`src/rtl/muldiv_pkg.sv`:
```
// Shared types and constants for the RV32M multiply/divide sequencer.
// Optional build macro: MULDIV_EARLY_OUT_EN (multiply early termination).
package muldiv_pkg;

  localparam int XLEN = 32;

  // M-op select, encoded exactly as instruction funct3.
  typedef enum logic [2:0] {
    F3_MUL    = 3'b000,
    F3_MULH   = 3'b001,
    F3_MULHSU = 3'b010,
    F3_MULHU  = 3'b011,
    F3_DIV    = 3'b100,
    F3_DIVU   = 3'b101,
    F3_REM    = 3'b110,
    F3_REMU   = 3'b111
  } funct3_e;

  typedef enum logic [1:0] {
    S_IDLE = 2'd0,
    S_CALC = 2'd1,
    S_DONE = 2'd2
  } state_e;

  // Quotient returned for any divide by zero.
  localparam logic [XLEN-1:0] DIV0_Q     = {XLEN{1'b1}};
  // Most negative signed value; only operand that overflows signed divide.
  localparam logic [XLEN-1:0] SIGNED_MIN = {1'b1, {(XLEN-1){1'b0}}};

endpackage

```
`src/rtl/muldiv_seq_if.sv`:
```
// EX-stage <-> multiply/divide sequencer signal bundle.
// Optional build macro: MULDIV_EARLY_OUT_EN (no effect on this file).
//
// Handshake: the pipeline (master) raises issue with funct3/a/b stable while
// the M-op sits in EX. The sequencer (slave) accepts in any IDLE cycle where
// issue & ~flush, then holds stall high until its DONE cycle; result_valid
// pulses for exactly that DONE cycle and result stays held afterwards. issue
// may remain high during DONE (same instruction still in EX) and is ignored.
interface muldiv_seq_if #(
  parameter int XLEN = muldiv_pkg::XLEN
);
  logic            issue;
  logic            flush;
  logic [2:0]      funct3;
  logic [XLEN-1:0] a;
  logic [XLEN-1:0] b;
  logic            stall;
  logic            busy;
  logic [XLEN-1:0] result;
  logic            result_valid;

  modport master (
    output issue, flush, funct3, a, b,
    input  stall, busy, result, result_valid
  );

  modport slave (
    input  issue, flush, funct3, a, b,
    output stall, busy, result, result_valid
  );
endinterface

```
`src/rtl/muldiv_iter_core.sv`:
```
// One iteration of the shift-add multiplier or restoring divider.
// Optional build macro: MULDIV_EARLY_OUT_EN (no effect on this file).
//
// Multiply: {acc, op} is the partial product; op[0] is the next multiplier
// bit and opnd is the multiplicand. Divide: acc is the partial remainder,
// op shifts the dividend out at the top and the quotient in at the bottom,
// opnd is the divisor.
module muldiv_iter_core #(
  parameter int XLEN = 32
) (
  input  logic            is_div_i,
  input  logic [XLEN-1:0] acc_i,
  input  logic [XLEN-1:0] op_i,
  input  logic [XLEN-1:0] opnd_i,
  output logic [XLEN-1:0] acc_o,
  output logic [XLEN-1:0] op_o
);

  logic [XLEN:0] sum;
  logic [XLEN:0] rem_sh;
  logic [XLEN:0] diff;

  // Next {acc, op}: add-then-shift-right for multiply, shift-left-then-trial-
  // subtract for divide. diff[XLEN] is the borrow since acc < divisor.
  always_comb begin
    sum    = {1'b0, acc_i} + (op_i[0] ? {1'b0, opnd_i} : {(XLEN+1){1'b0}});
    rem_sh = {acc_i, op_i[XLEN-1]};
    diff   = rem_sh - {1'b0, opnd_i};
    acc_o  = sum[XLEN:1];
    op_o   = {sum[0], op_i[XLEN-1:1]};
    if (is_div_i) begin
      if (!diff[XLEN]) begin
        acc_o = diff[XLEN-1:0];
        op_o  = {op_i[XLEN-2:0], 1'b1};
      end else begin
        acc_o = rem_sh[XLEN-1:0];
        op_o  = {op_i[XLEN-2:0], 1'b0};
      end
    end
  end

endmodule

```
`src/rtl/muldiv_seq.sv`:
```
// RV32M multi-cycle multiply/divide sequencer for the EX stage.
// Owns the IDLE/CALC/DONE FSM, iteration counter, sign fix-up, special
// cases, pipeline stall and result register.
// Optional build macro: MULDIV_EARLY_OUT_EN -- multiplies leave CALC once the
// remaining multiplier bits are zero and align the product in one shift.
module muldiv_seq
  import muldiv_pkg::*;
#(
  parameter int XLEN = muldiv_pkg::XLEN
) (
  input  logic        clk,
  input  logic        reset,
  muldiv_seq_if.slave bus,
  output state_e      dbg_state_o
);

  localparam int CW = $clog2(XLEN + 1);

  state_e          state_q;
  logic [CW-1:0]   count_q;
  logic [XLEN-1:0] acc_q;
  logic [XLEN-1:0] op_q;
  logic [XLEN-1:0] opnd_q;
  logic [XLEN-1:0] result_q;
  funct3_e         f3_q;
  logic            neg_q;
  logic            valid_q;

  funct3_e         f3_in;
  logic            in_is_div;
  logic            in_is_rem;
  logic            in_sa;
  logic            in_sb;
  logic            in_neg;
  logic [XLEN-1:0] a_mag;
  logic [XLEN-1:0] b_mag;
  logic            div_zero;
  logic            div_ovf;
  logic [XLEN-1:0] special_res;
  logic            accept;

  logic [XLEN-1:0]   acc_nxt;
  logic [XLEN-1:0]   op_nxt;
  logic [2*XLEN-1:0] prod;
  logic [2*XLEN-1:0] prod_s;
  logic [XLEN-1:0]   q_s;
  logic [XLEN-1:0]   r_s;
  logic [XLEN-1:0]   calc_res;
  logic              mul_early;
  logic              last_iter;
`ifdef MULDIV_EARLY_OUT_EN
  logic [CW-1:0]     shamt;
  logic [XLEN-1:0]   rem_mask;
`endif

  // Decode the op in EX: operand signedness, magnitudes, result sign and the
  // divide cases that bypass iteration. MUL is treated as signed x signed;
  // its low half is the same either way.
  always_comb begin
    f3_in     = funct3_e'(bus.funct3);
    in_is_div = bus.funct3[2];
    in_is_rem = bus.funct3[2] & bus.funct3[1];
    in_sa     = (f3_in == F3_MUL || f3_in == F3_MULH || f3_in == F3_MULHSU ||
                 f3_in == F3_DIV || f3_in == F3_REM) && bus.a[XLEN-1];
    in_sb     = (f3_in == F3_MUL || f3_in == F3_MULH ||
                 f3_in == F3_DIV || f3_in == F3_REM) && bus.b[XLEN-1];
    a_mag     = in_sa ? -bus.a : bus.a;
    b_mag     = in_sb ? -bus.b : bus.b;
    in_neg    = in_is_rem ? in_sa : (in_sa ^ in_sb);
    div_zero  = in_is_div && (bus.b == '0);
    div_ovf   = in_is_div && !bus.funct3[0] &&
                (bus.a == SIGNED_MIN) && (bus.b == DIV0_Q);
    if (div_zero) begin
      special_res = in_is_rem ? bus.a : DIV0_Q;
    end else begin
      special_res = in_is_rem ? '0 : SIGNED_MIN;
    end
    accept = (state_q == S_IDLE) && bus.issue && !bus.flush;
  end

  muldiv_iter_core #(.XLEN(XLEN)) u_core (
    .is_div_i (f3_q[2]),
    .acc_i    (acc_q),
    .op_i     (op_q),
    .opnd_i   (opnd_q),
    .acc_o    (acc_nxt),
    .op_o     (op_nxt)
  );

  // Decide whether this CALC cycle is the last one and form the signed,
  // half-selected result from the post-iteration registers.
  always_comb begin
    prod      = {acc_nxt, op_nxt};
    mul_early = 1'b0;
`ifdef MULDIV_EARLY_OUT_EN
    // Remaining iterations would only shift right; do them all at once.
    shamt     = count_q - CW'(1);
    rem_mask  = (XLEN'(1) << shamt) - XLEN'(1);
    mul_early = !f3_q[2] && ((op_nxt & rem_mask) == '0);
    prod      = prod >> shamt;
`endif
    last_iter = (count_q == CW'(1)) || mul_early;
    prod_s    = neg_q ? -prod : prod;
    q_s       = neg_q ? -op_nxt : op_nxt;
    r_s       = neg_q ? -acc_nxt : acc_nxt;
    if (f3_q[2]) begin
      calc_res = f3_q[1] ? r_s : q_s;
    end else if (f3_q == F3_MUL) begin
      calc_res = prod_s[XLEN-1:0];
    end else begin
      calc_res = prod_s[2*XLEN-1:XLEN];
    end
  end

  // Sequencer FSM with registered result and one-cycle valid pulse.
  always_ff @(posedge clk) begin
    if (reset) begin
      state_q  <= S_IDLE;
      count_q  <= '0;
      acc_q    <= '0;
      op_q     <= '0;
      opnd_q   <= '0;
      result_q <= '0;
      f3_q     <= F3_MUL;
      neg_q    <= 1'b0;
      valid_q  <= 1'b0;
    end else begin
      valid_q <= 1'b0;
      case (state_q)
        S_IDLE: begin
          if (accept) begin
            f3_q    <= f3_in;
            neg_q   <= in_neg;
            count_q <= CW'(XLEN);
            acc_q   <= '0;
            if (div_zero || div_ovf) begin
              state_q  <= S_DONE;
              result_q <= special_res;
              valid_q  <= 1'b1;
            end else begin
              state_q <= S_CALC;
              if (in_is_div) begin
                op_q   <= a_mag;
                opnd_q <= b_mag;
              end else begin
                op_q   <= b_mag;
                opnd_q <= a_mag;
              end
            end
          end
        end
        S_CALC: begin
          if (bus.flush) begin
            state_q <= S_IDLE;
          end else begin
            acc_q   <= acc_nxt;
            op_q    <= op_nxt;
            count_q <= count_q - CW'(1);
            if (last_iter) begin
              state_q  <= S_DONE;
              result_q <= calc_res;
              valid_q  <= 1'b1;
            end
          end
        end
        S_DONE: begin
          state_q <= S_IDLE;
        end
        default: begin
          state_q <= S_IDLE;
        end
      endcase
    end
  end

  assign bus.stall        = accept || (state_q == S_CALC);
  assign bus.busy         = (state_q != S_IDLE);
  assign bus.result       = result_q;
  assign bus.result_valid = valid_q;
  assign dbg_state_o      = state_q;

endmodule

```
`src/flat_wrapper.sv`:
```
// flat-port wrapper written by rule: the top's interface ports become plain ports
module muldiv_seq_flat import muldiv_pkg::*;
#(
  parameter int XLEN = muldiv_pkg::XLEN
)
  (clk, reset, dbg_state_o, bus_issue, bus_flush, bus_funct3, bus_a, bus_b, bus_stall, bus_busy, bus_result, bus_result_valid);
  muldiv_seq_if #(.XLEN(XLEN)) bus_i ();
  input  logic clk;
  input  logic reset;
  output state_e dbg_state_o;
  input wire logic [$bits(bus_i.issue)-1:0] bus_issue;
  input wire logic [$bits(bus_i.flush)-1:0] bus_flush;
  input wire logic [$bits(bus_i.funct3)-1:0] bus_funct3;
  input wire logic [$bits(bus_i.a)-1:0] bus_a;
  input wire logic [$bits(bus_i.b)-1:0] bus_b;
  output wire logic [$bits(bus_i.stall)-1:0] bus_stall;
  output wire logic [$bits(bus_i.busy)-1:0] bus_busy;
  output wire logic [$bits(bus_i.result)-1:0] bus_result;
  output wire logic [$bits(bus_i.result_valid)-1:0] bus_result_valid;
  assign bus_i.issue = bus_issue;
  assign bus_i.flush = bus_flush;
  assign bus_i.funct3 = bus_funct3;
  assign bus_i.a = bus_a;
  assign bus_i.b = bus_b;
  assign bus_stall = bus_i.stall;
  assign bus_busy = bus_i.busy;
  assign bus_result = bus_i.result;
  assign bus_result_valid = bus_i.result_valid;
  muldiv_seq #(.XLEN(XLEN)) u_core (.clk(clk), .reset(reset), .bus(bus_i), .dbg_state_o(dbg_state_o));
endmodule
```
`config.mk`:
```
export PLATFORM = sky130hd
export DESIGN_NAME = muldiv_seq_flat
export DESIGN_NICKNAME = d
export VERILOG_FILES = /design/src/rtl/muldiv_pkg.sv /design/src/rtl/muldiv_seq_if.sv /design/src/rtl/muldiv_iter_core.sv /design/src/rtl/muldiv_seq.sv /design/src/flat_wrapper.sv
export SDC_FILE = /design/constraint.sdc
export NUM_CORES = 1
export LEC_CHECK = 0
export ABC_CLOCK_PERIOD_IN_PS = 4800
export CORE_UTILIZATION = 50
export CTS_BUF_LIST = sky130_fd_sc_hd__clkbuf_8
export DETAILED_ROUTE_END_ITERATION = 6
export MAX_ROUTING_LAYER = met4
export PLACE_DENSITY = 0.79
export SLEW_MARGIN = 0
export SYNTH_ARGS = -nofsm -noshare
export SYNTH_HDL_FRONTEND = slang
export SYNTH_SLANG_ARGS = --single-unit
```
`constraint.sdc`:
```
create_clock -name clk -period 4.8 [get_ports clk]
set_input_delay 0.96 -clock clk [delete_from_list [all_inputs] [get_ports clk]]
set_output_delay 0.96 -clock clk [all_outputs]
set_load 0.02 [all_outputs]
```
==> results.py, run 1 <==
metrics = {
    "placement": {
        "dpl.cell_count": 2969,
        "gp_congestion": 1.08,
        "dp_slack_ns": -0.156,
        "portBuffers": 107,
        "dpl.hpwl_mm": 57.9,
    },
    "clock_network": {
        "cts-root-buf": "clkbuf_8",
        "cts_buffers": 17,
        "cts_tree": "built",
        "clk_pin_slew_ns": 0.10,
        "clock-sinks": 141,
        "htreeDepth": 4,
        "cts.path.max_buffers": 2,
        "clock_latency_ns": 0.50,
    },
    "layout": {
        "final_nets": 2743,
        "drive_gt1_share_pct": 18.0,
        "final_cell_count_no_fill": 3015,
        "syn2layout_area_growth_pct": 25.5,
        "final_util_pct": 63.9,
    },
    "critical_path": {
        "slowest_stage": "or3_1",
        "cp-start-kind": "flip-flop",
        "slowest_delay_ns": 0.40,
        "crit_type": "reg -> reg",
        "worstPathArrival_ns": 5.21,
        "cp_max_fo": 4,
        "crit_required_ns": 5.20,
        "cp-end-kind": "flip-flop",
        "worstPathCellList": "inv_1 > ha_1 > a21oi_2 > o21ai_2 > a211o_1 > a21oi_2 > a31o_4 > nor2_2 > a21oi_2 > ha_2 > o211ai_1 > or3_1 > or3_4 > or3_4 > or3_4 > o31ai_4 > xnor2_1 > o221a_1 > o32a_1",
        "reg2regPathDepth": 19,
    },
    "global_routing": {
        "grt.met1_usage_pct": 55.9,
        "grt_max_degree": 79,
        "met3_usage_pct": 11.0,
        "grt_pass1_wl_mm": 109,
        "antenna_found_initial": 0,
        "grt.met2_usage_pct": 65.1,
        "grt_busiest_layer": "met2",
        "grt.overflow.total": 0,
        "first_global_vias": 18427,
        "grt_usage_pct": 44.6,
    },
    "synthesis": {
        "syn_nets": 2480,
        "synth-seq-area-share_pct": 17.6,
        "synth_compound_gate_area_share_pct": 33.0,
        "synth_area_leader_cell": "dfxtp_1",
        "async_reset_ff_share_pct": 0,
        "synthXorXnorAreaFrac_pct": 9.10,
        "synth.distinct_cells": 99,
        "syn_inst": 2336,
        "synthAdderAreaFrac_pct": 5.78,
        "ys_top_cells_by_area": "dfxtp_1 (18%), nand2_1 (6.5%), a21oi_1 (6.1%), o21ai_0 (5.9%), nor2_1 (5.9%)",
        "netlist_top_cells_count": "nand2_1 (277), nor2_1 (253), a21oi_1 (196), o21ai_0 (190), dfxtp_1 (141)",
        "ys.flop_type": "dfxtp_1",
        "yosys_warnings": 0,
        "ys_ff_latch": 141,
        "synth.avg_cell_area_um2": 6.88,
        "synth-edff-count": 0,
        "synth_top_area_share_pct": 17.6,
        "synth.most_common_cell": "nand2_1",
        "synthSimpleGateAreaFrac_pct": 25.8,
        "synth_top_family_by_area": "compound AO/OA/AOI/OAI gates",
        "syn_area_um2": 16100,
        "synth_mux_area_share_pct": 3.29,
    },
    "sta": {
        "maxSlewViolCount": 0,
        "grt_setup_unrepaired": "yes",
        "fin_ws_ns": -0.0159,
        "report.final.hold_viol_count": 0,
        "finalClockSkew_ns": 0.0200,
        "setup_violations": 1,
        "worstMarginPinSlew_ns": 0.953,
        "layout_min_cycle_time_ns": 4.82,
        "fmax_ghz": 0.208,
        "slew_headroom_pct": 36.1,
        "period_share_pct": 100,
    },
    "routing": {
        "drcViolationCount": 0,
        "wl_per_cell_um": 24.3,
        "drt_iter0_markers": 2439,
        "routed_wl_mm": 73.2,
        "antenna_left": 0,
        "viasPerCell": 6.73,
        "dr.pass1.iters": 6,
        "num_vias": 20279,
    },
    "floorplan": {
        "io_pins": 108,
        "rows": 65,
        "start_util_pct": 50.9,
        "chipHeight_um": 181,
        "die_x_um": 181,
        "dieArea_um2": 32900,
        "core-area_um2": 31600,
    },
    "power_and_ir_drop": {
        "power.density_nw_per_um2": 211,
        "ir_worst_vdd_v": 0.000188,
        "p_leak_nw": 7.93,
        "p_total_w": 0.00425,
    },
    "status": {
        "violations": "setup timing",
        "status": "finished with violations",
    },
    "hold_path": {
        "hold_depth": 2,
        "hold_class": "reg -> reg",
    },
    "job": {
        "drv_cap": 0,
    },
}
registers in the layout (all words and copies together) (netlist names):
signal / count
u_core.acc_q: 32
u_core.bus.result: 32
u_core.bus.result_valid: 1
u_core.count_q: 6
u_core.dbg_state_o: 2
u_core.f3_q: 3
u_core.neg_q: 1
u_core.op_q: 32
u_core.opnd_q: 32
routing by layer:
metal  up-vias  share of wire [%]
met5         -                  0
li1       9120                  -
met4         0                6.1
met3       283                 12
met2      1319                 43
met1      9557                 39
final timing paths:
kind | start | endpoint | slack, ns
setup / recovery | u_core.opnd_q[27] | u_core.bus.result[28] | -0.02
hold / removal | u_core.opnd_q[3] | u_core.opnd_q[3] | 0.48
setup reg to reg | u_core.opnd_q[27] | u_core.bus.result[28] | -0.02
hold reg to reg | u_core.opnd_q[3] | u_core.opnd_q[3] | 0.48
where the power goes:
| group | switching [W] | internal, W | total (W) |
|---|---|---|---|
| Combinational | 0.00115 | 0.000717 | 0.00187 |
| Clock | 0.000595 | 0.000482 | 0.00108 |
| Sequential | 0.0000749 | 0.00123 | 0.00130 |
cell families (layout without fill, tap and decap cells):
logic type,Yosys count,count (layout)
AOI/OAI and AO/OA,801,801
xor gates and xnor gates,167,167
adders and majority gates,73,73
buffers and inverters,225,501
DFF,141,141
muxes,51,51
other,0,1
and+or+nand+nor,878,878
stage by stage:
| stage | setup TNS, ns | hold slack (ns) | instance area (µm²) |
|---|---|---|---|
| 2_1_floorplan | -0.0501 | 0.440 | 16100 |
| 3_3_place_gp | -0.131 | 0.452 | 19300 |
| 3_5_place_dp | -0.914 | 0.465 | 19300 |
| 4_1_cts | 0 | 0.478 | 19800 |
| 5_1_grt | -0.404 | 0.500 | 20200 |
| 6_report | -0.0159 | 0.477 | 20200 |
cell type report:
class,instances,area [µm²]
multi-input cells,1970,12800
well taps,402,503
repair buffers,395,3290
flip-flops and latches,141,2850
clock buffers,17,234
fillers,2890,11400
diodes,1,2.50
clock inverters,15,179
inverters,74,278
worst max-delay path: cells and delay by family, from the launching register on:
family                   cells  cell delay (ns)
AO/OA/AOI/OAI               10             2.12
AND/OR/NAND/NOR              5             1.55
adder cells (fa/ha/maj)      2             0.55
flip-flops                   1             0.36
XOR/XNOR                     1             0.11
buffers and inverters        1             0.05
cell usage in the layout (no fill, tap or decap), types with 45 or more instances in the layout:
master / n
a21oi_1: 183
and2_1: 47
buf_4: 284
clkdlybuf4s50_1: 105
dfxtp_1: 123
ha_1: 59
inv_1: 72
mux2i_1: 45
nand2_1: 275
nor2_1: 244
nor3_1: 82
o211ai_1: 85
o21ai_0: 179
xnor2_1: 98
xor2_1: 68
timing repair:
| action | 4_1_cts | 5_1_grt |
|---|---|---|
| buffers inserted | 1 | 12 |
| endpoints found under the hold margin | 0 | 0 |
| hold buffers | 0 | 0 |
| pin swaps | 5 | 38 |
| setup endpoints to repair | 20 | 23 |
| gates resized for setup | 19 | 84 |
Note: power is estimated with default switching activity, not from simulation.
==> run 2: changes to the inputs <==
--- a/config.mk
+++ b/config.mk
@@ -8,6 +8,7 @@
 export ABC_CLOCK_PERIOD_IN_PS = 4800
 export CORE_UTILIZATION = 50
 export CTS_BUF_LIST = sky130_fd_sc_hd__clkbuf_8
+export CTS_CLUSTER_SIZE = 28
 export DETAILED_ROUTE_END_ITERATION = 6
 export MAX_ROUTING_LAYER = met4
 export PLACE_DENSITY = 0.79
==> results of run 2 <==
Same layout as run 1: the final DEF is identical, and so are final timing and power.
==> edit 1 (config.mk and constraints of run 1) <==
`XLEN` is set to 32 in 2 places; all go to 16.
--- a/src/rtl/muldiv_pkg.sv
+++ b/src/rtl/muldiv_pkg.sv
@@ -4,3 +4,3 @@
 
-  localparam int XLEN = 32;
+  localparam int XLEN = 16;
 
--- a/src/rtl/muldiv_iter_core.sv
+++ b/src/rtl/muldiv_iter_core.sv
@@ -8,3 +8,3 @@
 module muldiv_iter_core #(
-  parameter int XLEN = 32
+  parameter int XLEN = 16
 ) (
Ports: changed (resized bus_a, bus_b and bus_result); port bits go from 108 to 60. The function was not compared with the original's and may differ.
==> edit 1 against run 1 <==
- sequential power decreased by 46%
- area after synthesis decreased by 49%
- routed wire length decreased by 63%
- sequential cell count decreased by 65
- fmax increased by 7.5%
- design area decreased by 54%
- setup slack improved by 0.33 ns
- synthesized cell count decreased by 51%
- power decreased by 51%
- critical path type unchanged
- largest cell class unchanged
==> edit 1: results (changes against run 1) <==
Power
  • Maximum vdd drop: 131.3 uV (-30%)
  • Pleak: 3.580 nW (-55%)

Placed design
  • DP Cell Count: 1,386 (-53%)
  • Cell area after placement: 8949 um2 (-54%)
  • Worst slack at placement: 0.0007474 ns (+0.1569 ns)
  • Routability cong.: 1.033 (-4.1%)

CTS
  • Number of setup buffers added after CTS: 0 (-1)
  • CTS Buf Count: 9 (-8)
  • H-Tree Depth: 3 (-1)

Critical path
  • CP peak stage delay: 0.56 ns (+0.16 ns)
  • CP arrival: 4.74 ns (-0.47 ns)
  • Crit path to: u_core.bus.result[13]
  • Worst Path Max Fanout: 7 (+3)
  • Crit path max-delay cell type: or3_2
  • R2R setup slack: 0.32 ns (+0.33 ns)
  • Worst r2r src: u_core.op_q[15]
  • Worst reg-to-reg path cell count: 16 (-3)

Route
  • Routed WL: 27,330 um (-63%)
  • Pre-Repair DR Iteration Count: 7 (+1)
  • DRT iter0 DRCs: 891 (-63%)
  • Routed vias: 8,913 (-56%)

Layout
  • Final instance count without filler cells: 1,405 (-53%)
  • Layout fillers: 1,572 (-46%)
  • Syn-to-layout area delta: 13.00%
  • Share of layout cells above drive strength 1: 0.1003 (-0.07998)
  • Net count, final: 1,261 (-54%)

Synthesis
  • Synth unique cells: 97 (-2.0%)
  • Synthesized Nets: 1,214 (-51%)
  • Post-synth top cells: 150 x nor2_1, 108 x nand2_1, 93 x a21oi_1
  • Seq/Total Area, Yosys: 0.1870 (+0.01142)
  • Top post-synthesis cells by area: dfxtp_1 19%, nor2_1 6.9%, ha_1 6.0%

Global routing
  • GR Util All Layers: 0.3383 (-0.1079)
  • Largest net degree at the start of global routing: 49 (-38%)
  • Number of global-route vias before repair: 7,911 (-57%)
  • Initial antenna violation count: 3 (+3)
  • First-pass GRT wire length: 42,260 um (-61%)

Worst hold path
  • HP Start: u_core.bus.result[8]
  • Hold worst-path end: u_core.bus.result[8]

Timing
  • Final hold slack: 0.4600 ns (-0.01736 ns)
  • Worst Skew: 0.01541 ns (-0.004554 ns)
  • Period utilization: 0.9336 (-0.06973)

Run status
  • Status: finished clean
## edit 1: changes by cell type in the layout (fill, tap and decap cells not counted), moves of 50 or more
cell      before  now
nor2_1       244  150
o21ai_0      179   76
a21oi_1      183   92
o211ai_1      85   25
nand2_1      275  108
xnor2_1       98   48
nor3_1        82   29
buf_4        284   48
## edit 1: report_power, final
group | leakage [nW] | switching, mW | internal (mW) | total, mW
Sequential | 0.619 | 0.0413 | 0.656 | 0.697
Clock | 0.113 | 0.286 | 0.302 | 0.587
Combinational | 2.85 | 0.470 | 0.309 | 0.778
## edit 1: per-layer routing
metal  GRT usage  vias up  share of wire
met2      0.5183      433           0.44
li1            -     4244              -
met1      0.4397     4172           0.43
met5           -        -              0
met4      0.1450        0          0.038
met3     0.05409       64          0.086
## edit 1: layout make-up
| type | count | area share |
|---|---|---|
| multi-input cells | 946 | 0.6595 |
| well taps | 216 | 0.02940 |
| inverters | 41 | 0.01674 |
| clock buffers | 9 | 0.01348 |
| diodes | 3 | 0.0008168 |
| flip-flops and latches | 76 | 0.1657 |
| clock inverters | 7 | 0.01143 |
| repair buffers | 107 | 0.1029 |
## edit 1: repair_timing
action,in CTS,in global routing
gates resized for setup,0,1
hold buffers,0,0
setup endpoints to repair,0,1
## edit 1: cells by family after synthesis
logic type                 count (synthesis)  share of synthesized area
adders and majority gates                 41                    0.06491
muxes                                     28                    0.03676
AOI/OAI and AO/OA                        367                     0.3041
xor gates and xnor gates                  76                    0.08183
and+or+nand+nor                          434                     0.2555
buffers and inverters                    112                    0.06983
DFF                                       76                     0.1870
## edit 1: critical path: cells and delay by family, from the launching register on
kind	cells	cell delay (ns)
AOI/OAI and AO/OA	9	2.22
buffers and inverters	2	0.27
DFF	1	0.34
adders and majority gates	2	0.59
xor gates and xnor gates	1	0.18
and+or+nand+nor	2	0.77
==> edit 2 (flow settings as in run 1) <==
Without the edit above. Put one more register stage on the output `dbg_state_o`, without a reset. The value now appears one clock later. The other outputs are not delayed to match.
--- a/src/rtl/muldiv_seq.sv
+++ b/src/rtl/muldiv_seq.sv
@@ -179,3 +179,5 @@
   assign bus.result_valid = valid_q;
-  assign dbg_state_o      = state_q;
+  always_ff @(posedge clk) begin
+    dbg_state_o <= state_q;
+  end
 
Behaviour: not the same (Yosys sat finds a counterexample within 4 cycles, from zero or initial values and one cycle with reset high).
==> edit 2 against run 1 <==
- setup slack improved by 0.16 ns
- routed wire length decreased by 2.0%
- synthesized cell count decreased by 0.17%
- largest cell class unchanged
- highest routed layer unchanged
- final cell count decreased by 2.6%
- hold slack got worse by 0.068 ns
- non-clock buffer count decreased by 79
- area after synthesis decreased by 0.15%
- sequential cell count increased by 2
- design area decreased by 4.5%
- power decreased by 1.2%
- critical path depth increased by 3
- critical endpoint is now u_core.bus.result[12]
==> edit 2: results (changes against run 1) <==
Synthesis
  • Seq/Total Area, Yosys: 0.1784 (+0.002755)
  • Top FF cell, synth: dfxtp_1
  • Post-synth top cells: 274 x nand2_1, 270 x nor2_1, 192 x a21oi_1
  • Ys async rst share: 0 (unchanged)
  • Synthesized Nets: 2,476 (-0.16%)
  • Top post-synthesis cells by area: dfxtp_1 18%, nand2_1 6.4%, nor2_1 6.3%
  • Synth unique cells: 100 (+1.0%)
  • Yosys warning count: 0 (unchanged)

Run status
  • Status: finished clean

Global routing
  • Number of global-route vias before repair: 17,914 (-2.8%)
  • Met3 Use GR: 0.08587 (-0.02419)
  • Met1 Use GR: 0.5664 (+0.007757)
  • GR Util All Layers: 0.4418 (-0.004339)
  • GRT met2 Usage: 0.6523 (+0.001077)
  • First-pass GRT wire length: 107,600 um (-1.4%)
  • Largest net degree at the start of global routing: 88 (+11%)
  • Initial antenna violation count: 7 (+7)

Route
  • Pre-Repair DR Iteration Count: 7 (+1)
  • Routed wl met3: 7406 um (-14%)
  • Routed WL: 71,670 um (-2.0%)
  • Via density: 6.631 (-1.4%)
  • Met2 routed WL: 30,670 um (-2.0%)
  • DRT iter0 DRCs: 2,414 (-1.0%)
  • Met1 wire length: 29,360 um (+2.0%)

Layout
  • Share of layout cells above drive strength 1: 0.1333 (-0.04707)
  • Layout fillers: 2,986 (+3.3%)
  • Net count, final: 2,660 (-3.0%)

CTS
  • Number of setup buffers added after CTS: 0 (-1)
  • Worst-skew pair later-pin latency: 0.52 ns (+0.02 ns)
  • CTS resizes: 2 (-17)
  • Reg clk slew, reported paths: 0.09 ns

Placed design
  • Hpwl dp: 56,760 um (-2.0%)
  • Routability cong.: 1.059 (-1.7%)
  • Cell area after placement: 18,680 um2 (-3.0%)

Critical path
  • Crit path max-delay cell type: dfxtp_1
  • CP arrival: 5.07 ns (-0.14 ns)
  • CP peak stage delay: 0.53 ns (+0.13 ns)
  • Worst Path Max Fanout: 13 (+9)

Power
  • Maximum vdd drop: 197.6 uV (+5.1%)
  • Pleak: 7.509 nW (-5.4%)

Timing
  • Rel. slew slack: 0.2058 (-0.1555)
  • Worst Skew: 0.03103 ns (+0.01106 ns)

Worst hold path
  • HP Class: reg2reg
## edit 2: changes by cell type in the layout (fill, tap and decap cells not counted), moves of 13 or more
cell | run 1 | this run
dfxtp_2 | 16 | 3
buf_4 | 284 | 201
o21ai_0 | 179 | 159
nor2_1 | 244 | 266
o221ai_1 | 3 | 16
dfxtp_1 | 123 | 139
o31ai_1 | 20 | 36
## edit 2: power breakdown
part | internal (mW) | switching, mW
clock | 0.452 | 0.567
combinational | 0.710 | 1.15
sequential | 1.25 | 0.0777
total | 2.41 | 1.79
## edit 2: cell families (layout without fill, tap and decap cells)
logic type	after synthesis	in the layout	synth area share
compound gates	785	785	0.3237
xor+xnor	155	155	0.08459
fa+ha+maj	73	73	0.05785
buf+inv	222	419	0.05489
flops	143	143	0.1784
mux	61	61	0.03929
other cells	0	5	0
simple gates	893	893	0.2613
## edit 2: final timing paths
check / from / endpoint / slack, ns / depth (start not counted)
min: u_core.state_q[0] / u_core.dbg_state_o[0] / 0.41 / 0
max reg2reg: u_core.acc_q[4] / u_core.bus.result[12] / 0.14 / 22
min reg2reg: u_core.state_q[0] / u_core.dbg_state_o[0] / 0.41 / 0
max: u_core.acc_q[4] / u_core.bus.result[12] / 0.14 / 22
## edit 2: layout make-up
type	instances	area, um2	share of cell area
diodes	5	12.51	0.0006499
clock buffers	20	275.3	0.01430
clock inverters	12	106.4	0.005524
inverters	71	266.5	0.01384
multi-input cells	1967	12490	0.6488
flip-flops and latches	143	2870	0.1491
well taps	402	503.0	0.02613
repair buffers	316	2728	0.1417
## edit 2: through the flow
step	std cells	setup slack (ns)	setup TNS (ns)
3_5_place_dp	2895	-0.07742	-0.09753
6_report	2936	0.1407	0
5_1_grt	2936	0.003165	0
4_1_cts	2927	0.04580	0
2_1_floorplan	2332	0.07425	0
3_3_place_gp	2895	0.0006355	0
